### src/rtl/display_pkg.sv
// Shared definitions for the 4-digit 7-segment scan path.
//   N_DIGITS / NIBBLE_W : display geometry (4 digits of 4-bit nibbles)
//   nibble_t, frame_t   : one digit value / all four digit values packed
//   digit_idx_t         : digit index driven onto the nibble mux select
//   an_onehot()         : anode pattern that lights exactly one digit
package display_pkg;

  localparam int N_DIGITS = 4;
  localparam int NIBBLE_W = 4;

  typedef logic [NIBBLE_W-1:0]          nibble_t;
  typedef logic [N_DIGITS*NIBBLE_W-1:0] frame_t;
  typedef logic [1:0]                   digit_idx_t;

  // One-hot anode pattern for digit idx, inverted when anodes are active-low.
  function automatic logic [N_DIGITS-1:0] an_onehot(input digit_idx_t idx,
                                                    input logic       active_low);
    logic [N_DIGITS-1:0] oh;
    oh      = '0;
    oh[idx] = 1'b1;
    return active_low ? ~oh : oh;
  endfunction

endpackage

### src/rtl/scan_prescaler.sv
// Modulo-DIV slot counter for the display scan.
//   clock, reset : rising-edge clock, asynchronous active-high reset
//   enable       : 1 advances the count, 0 holds it
//   cnt          : position inside the current digit slot, 0..DIV-1
//   tc           : high while cnt = DIV-1 and enable = 1 (last cycle of a slot)
module scan_prescaler #(
  parameter  int DIV = 50000,
  localparam int CW  = $clog2(DIV)
) (
  input  logic          clock,
  input  logic          reset,
  input  logic          enable,
  output logic [CW-1:0] cnt,
  output logic          tc
);

  localparam logic [CW-1:0] LAST = CW'(DIV - 1);

  logic [CW-1:0] cnt_next;

  // Equality against DIV-1 means the counter never runs past the slot, so
  // a non-power-of-two DIV needs no overflow handling.
  assign tc = enable && (cnt == LAST);

  always_comb begin
    cnt_next = cnt;
    if (enable) begin
      cnt_next = tc ? '0 : cnt + CW'(1);
    end
  end

  always_ff @(posedge clock or posedge reset) begin
    if (reset) begin
      cnt <= '0;
    end else begin
      cnt <= cnt_next;
    end
  end

endmodule

### src/rtl/display_scan_ctrl.sv
// Time-multiplexing controller for a 4-digit 7-segment display. Drives the
// nibble mux (data inputs and select) and the digit anodes, with a blanking
// guard at the start of every slot so a digit is never lit with the
// previous digit's segments.
//   clock, reset   : rising-edge clock, asynchronous active-high reset
//   enable         : 1 scans, 0 freezes the scan and darkens all anodes
//   load, dado_in  : one-cycle strobe capturing four nibbles into the shadow
//   digit_mask     : bit i = 1 keeps digit i dark
//   d0..d3         : committed nibbles for mux inputs in0..in3
//   sel            : current digit index for the mux select
//   anodo          : one-hot digit enable, polarity from AN_ACTIVE_LOW
//   fim_quadro     : one-cycle pulse after the last slot of a frame
//   pendente       : shadow holds data not yet committed to d0..d3
module display_scan_ctrl
  import display_pkg::*;
#(
  parameter int DIV           = 50000,
  parameter int BLANK         = 500,
  parameter bit AN_ACTIVE_LOW = 1'b1
) (
  input  logic                clock,
  input  logic                reset,
  input  logic                enable,
  input  logic                load,
  input  logic [15:0]         dado_in,
  input  logic [N_DIGITS-1:0] digit_mask,
  output logic [3:0]          d0,
  output logic [3:0]          d1,
  output logic [3:0]          d2,
  output logic [3:0]          d3,
  output logic [1:0]          sel,
  output logic [N_DIGITS-1:0] anodo,
  output logic                fim_quadro,
  output logic                pendente
);

  localparam int CW = $clog2(DIV);
  localparam logic [N_DIGITS-1:0] AN_OFF = {N_DIGITS{AN_ACTIVE_LOW}};

  if (DIV < 2) begin : g_bad_div
    $error("display_scan_ctrl: DIV must be at least 2");
  end
  if (BLANK < 0 || BLANK >= DIV) begin : g_bad_blank
    $error("display_scan_ctrl: BLANK must satisfy 0 <= BLANK < DIV");
  end

  logic [CW-1:0]       cnt;
  logic [CW-1:0]       cnt_next;
  logic                tc;
  digit_idx_t          sel_next;
  logic                frame_end;
  logic                in_window;
  logic [N_DIGITS-1:0] an_next;
  frame_t              shadow;
  frame_t              committed;

  scan_prescaler #(
    .DIV (DIV)
  ) u_prescaler (
    .clock  (clock),
    .reset  (reset),
    .enable (enable),
    .cnt    (cnt),
    .tc     (tc)
  );

  // The anode register must line up with sel on the same edge, so it is fed
  // from the next-state count and index rather than the current ones.
  always_comb begin
    cnt_next = cnt;
    if (enable) begin
      cnt_next = tc ? '0 : cnt + CW'(1);
    end
  end

  assign sel_next  = tc ? sel + 2'd1 : sel;
  assign frame_end = tc && (sel == 2'd3);

  // With no blanking every count is inside the active window; the generate
  // split keeps an always-true unsigned compare out of the netlist.
  if (BLANK == 0) begin : g_no_blank
    assign in_window = 1'b1;
  end else begin : g_blank
    localparam logic [CW-1:0] BLANK_W = CW'(BLANK);
    assign in_window = (cnt_next >= BLANK_W);
  end

  always_comb begin
    an_next = AN_OFF;
    if (enable && in_window && !digit_mask[sel_next]) begin
      an_next = an_onehot(sel_next, AN_ACTIVE_LOW);
    end
  end

  always_ff @(posedge clock or posedge reset) begin
    if (reset) begin
      sel        <= 2'd0;
      anodo      <= AN_OFF;
      fim_quadro <= 1'b0;
      shadow     <= '0;
      committed  <= '0;
      pendente   <= 1'b0;
    end else begin
      sel        <= sel_next;
      anodo      <= an_next;
      fim_quadro <= frame_end;

      // Committing only at the frame boundary keeps all four digits from
      // the same load visible together (no tearing within a frame).
      if (frame_end && pendente) begin
        committed <= shadow;
      end

      // A load on the commit edge still wins the shadow: the commit above
      // already took the old contents, and the new data waits a frame.
      if (load) begin
        shadow   <= dado_in;
        pendente <= 1'b1;
      end else if (frame_end) begin
        pendente <= 1'b0;
      end
    end
  end

  assign d0 = committed[0*NIBBLE_W +: NIBBLE_W];
  assign d1 = committed[1*NIBBLE_W +: NIBBLE_W];
  assign d2 = committed[2*NIBBLE_W +: NIBBLE_W];
  assign d3 = committed[3*NIBBLE_W +: NIBBLE_W];

endmodule
### config.mk
export PLATFORM = sky130hd
export DESIGN_NAME = display_scan_ctrl
export DESIGN_NICKNAME = d
export VERILOG_FILES = /design/src/rtl/display_pkg.sv /design/src/rtl/scan_prescaler.sv /design/src/rtl/display_scan_ctrl.sv
export SDC_FILE = /design/constraint.sdc
export NUM_CORES = 1
export LEC_CHECK = 0
export CORE_MARGIN = 4
export CORE_UTILIZATION = 52
export DETAILED_ROUTE_END_ITERATION = 7
export GPL_ROUTABILITY_DRIVEN = 0
export PLACE_DENSITY = 0.84
export RECOVER_POWER = 50
export SYNTH_ARGS = -nofsm -noshare
export SYNTH_HDL_FRONTEND = slang
export SYNTH_SLANG_ARGS = --single-unit
### constraint.sdc
create_clock -name clock -period 2.8 [get_ports clock]
set_input_delay 0.56 -clock clock [delete_from_list [all_inputs] [get_ports clock]]
set_output_delay 0.56 -clock clock [all_outputs]
set_load 0.01 [all_outputs]
==> results_dict.tcl <==
set metrics [dict create \
    post_synth_edffs 0 \
    grt_max_degree 57 \
    routed_wirelength_um 5060 \
    yosysSeqAreaShare_pct 52.9 \
    hold_wc_path_type "register to register" \
    synth_top_area_share_pct 48.9 \
    worstPathMaxFanout 10 \
    unrepaired_setup_endpoints_after_global_routing "no" \
    worst_path_dominant_cell_family "buffers and inverters" \
    power_density_nw_per_um2 519 \
    p_clk_share_pct 25.6 \
    cts-root-buf "sky130_fd_sc_hd__clkbuf_8" \
    netSwitchingPower_w 0.000492 \
    cts-resized-gates 0 \
    yosysMostFrequentCell "sky130_fd_sc_hd__dfrtp_1" \
    netlist_top_cells_area "sky130_fd_sc_hd__dfrtp_1 (49%), sky130_fd_sc_hd__mux2_2 (9.7%), sky130_fd_sc_hd__mux2_4 (5.6%)" \
    finish.utilization_pct 67.6 \
    max_clock_freq_ghz 0.398 \
    synth_flop_cell "sky130_fd_sc_hd__dfrtp_1" \
    critical_path_required_time_ns 3.01 \
    post_synth_num_cell_types 44 \
    synthesis.nets 242 \
    comb_power_share_pct 16.4 \
    post_synth_inst_count 216 \
    synthesis.area_per_instance_um2 12.3 \
    cp_common_cell "sky130_fd_sc_hd__nor4_1" \
    period_minus_slack_ns 2.51 \
    number_of_buffers_inserted_during_clock_tree_synthesis 5 \
    cts_tree "built" \
    yosys_warnings 0 \
    setup_repair_bufs_after_cts 0 \
    clock_path_buffers 2 \
    crit_type "primary input to register" \
    finalNetCount 290 \
    cts.sinks 56 \
    source_of_the_critical_timing_path "enable" \
    final_hold_viol_count 0 \
    clock_slew_seen_by_the_registers_of_the_worst_setup_and_hold_paths_ns 0.10 \
    layout-area-overhead-vs-synth_pct 23.2 \
    die_y_um 79.5 \
    max-cap-violations 0 \
    io_pins 48 \
    worst_r2r_startpoint "u_prescaler.cnt[12]$_DFF_PP0_" \
    wl_per_cell_um 15.2 \
    core.rowCount 25 \
    cp_num_cells 8 \
    grt_total_usage_pct 17.6 \
    core_area_um2 4850 \
    maxSlewViolCount 0 \
    synth.top_cells.by_count "sky130_fd_sc_hd__dfrtp_1 (52), sky130_fd_sc_hd__mux2_2 (23), sky130_fd_sc_hd__nor2_1 (15)" \
    drive_gt1_share_pct 20.8 \
    worst-r2r-setup-slack_ns 0.53 \
    switching_share_pct 29.0 \
    clock_tree.htree_level_count 2 \
    post-route-drc-count 0 \
    reg2regPathDepth 4 \
    status "complete, no violations" \
    max-slew-margin-rel_pct 10.5 \
    worst_setup_path_endpoint "anodo[1]$_DFF_PP1_" \
    grt-ovfl-total 0 \
    final_antenna_net_count 0 \
    worst_clock_skew_ns 0.00661 \
    initial_antenna_violation_count 0 \
    pwr-share-seq_pct 58.0 \
    crit_path_cell_trace "dlygate4sd3_1 > buf_4 > nand3_1 > nor4_1 > mux2i_1 > nor4_1 > o211ai_1 > o21ai_0" \
    yosysTopAreaCell "sky130_fd_sc_hd__dfrtp_1" \
    peakVddDrop_v 0.000211 \
    power.internal_w 0.00121 \
    synthArstFlopShare_pct 100 \
    numPortBuffers 47 \
    max_stage_delay_ns 0.60 \
    clock_insertion_delay_worst_skew_ns 0.30 \
    floorplan.initialDensity_pct 54.9 \
    startpoint_type "primary input" \
    die_outline_width_um 79.5 \
    cpMaxStageDelayCell "sky130_fd_sc_hd__dlygate4sd3_1" \
    total_die_area_um2 6320 \
    routed_via_density 5.47 \
    first_global_vias 1822 \
    critical_path.n_buffers_inverters 2 \
    netlist_area_um2 2660 \
    worstSetupEndpointType "register" \
    r2r-end "committed[8]$_DFFE_PP0P_" \
    setup_violations 0 \
    leakage_nw 1.44 \
    drtIter0Drc 72 \
    dr.pass1.iters 4 \
    antennaDiodeCount 0 \
    grt_first_pass_wirelength_um 8680 \
    cts_hold_buf 0 \
    ys_ff_latch 56 \
    tightest_slew_ns 1.34 \
    fin_tns_setup_ns 0 \
    finalCritPeriodShare_pct 89.7 \
    via_count 1815 \
    cp.arrival_ns 2.72 \
    dp_hpwl_um 3620 \
]
==> layout make-up <==
class                   instances  area (um^2)
flip-flops and latches         56         1410
fillers                       345         1570
clock inverters                 2         16.3
clock buffers                   6         72.6
repair buffers                 52          505
multi-input cells             143         1170
well taps                      67         83.8
inverters                       6         22.5
==> per-stage QoR <==
step	hold slack (ns)	area (um^2)	cells	setup slack (ns)	total power, W
final	0.514	3280	332	0.289	0.00170
after global routing	0.532	3280	332	0.0801	0.00181
after CTS	0.515	3280	332	0.398	0.00172
after detailed placement	0.492	3190	324	0.0698	0.00128
after global placement	0.480	3190	324	0.139	0.00127
after floorplan	0.477	2660	216	0.674	0.00119
==> per-layer routing <==
layer,part of all wire [%],global-route usage (%),vias to the layer above
li1,-,-,873
met3,6.2,4.29,9
met1,44,23.1,880
met5,0,0,-
met2,48,28.5,53
met4,1.6,6.01,0
==> state kept, by name (all words and copies together) (netlist names) <==
| name | cells |
|---|---|
| fim_quadro | 1 |
| sel | 2 |
| u_prescaler.cnt | 16 |
| committed | 16 |
| anodo | 4 |
| shadow | 16 |
| pendente | 1 |
==> cells by family (layout without fill, tap and decap cells) <==
logic type | Yosys count | after routing | synth area share [%]
muxes | 39 | 39 | 17.6
adders and majority gates | 2 | 2 | 0.941
xor gates and xnor gates | 16 | 16 | 5.27
and+or+nand+nor | 66 | 66 | 15.1
DFF | 56 | 56 | 52.9
AOI/OAI and AO/OA | 20 | 20 | 5.08
buffers and inverters | 17 | 66 | 3.15
==> how the worst min path moves through the flow <==
stage                                 startpoint                   endpoint  slack [ns]  cells past startpoint
after floorplan           shadow[10]$_DFFE_PP0P_  committed[10]$_DFFE_PP0P_        0.48                      1
after global routing       shadow[7]$_DFFE_PP0P_   committed[7]$_DFFE_PP0P_        0.53                      1
final                      shadow[5]$_DFFE_PP0P_   committed[5]$_DFFE_PP0P_        0.51                      1
after detailed placement   shadow[0]$_DFFE_PP0P_   committed[0]$_DFFE_PP0P_        0.49                      1
after global placement    shadow[15]$_DFFE_PP0P_  committed[15]$_DFFE_PP0P_        0.48                      1
after CTS                  shadow[0]$_DFFE_PP0P_   committed[0]$_DFFE_PP0P_        0.52                      1
==> worst register-to-register path, stage by stage (launching register included) <==
cell	delay, ns
sky130_fd_sc_hd__dfrtp_1	0.46
sky130_fd_sc_hd__or4b_4	0.58
sky130_fd_sc_hd__nor4_4	0.42
sky130_fd_sc_hd__nand3_4	0.32
sky130_fd_sc_hd__mux2_4	0.39
==> power by group through the flow <==
stage / Sequential, W / Combinational, W / Clock, W
4_1_cts: 0.000985 / 0.000285 / 0.000454
2_1_floorplan: 0.000938 / 0.000251 / 0
3_3_place_gp: 0.000996 / 0.000271 / 0
5_1_grt: 0.00100 / 0.000317 / 0.000493
3_5_place_dp: 0.000998 / 0.000282 / 0
6_report: 0.000986 / 0.000279 / 0.000436
==> cells in the final DEF (no fill, tap or decap), drive strengths merged, types with 2 or more instances in the layout <==
cell type	instances
or2	2
clkdlybuf4s50	42
nand3	3
xnor2	7
dfstp	4
and2	2
nand2	12
mux2	33
mux2i	6
nand4	9
o22ai	3
nor3b	2
nor2	15
o21ai	7
nand2b	3
a21oi	2
ha	2
nand4bb	2
clkinv	2
buf	4
dlygate4sd3	5
dfrtp	52
nor4	6
xor2	9
clkbuf	7
inv	5
nor3	4
(Power assumes the default switching activity.)
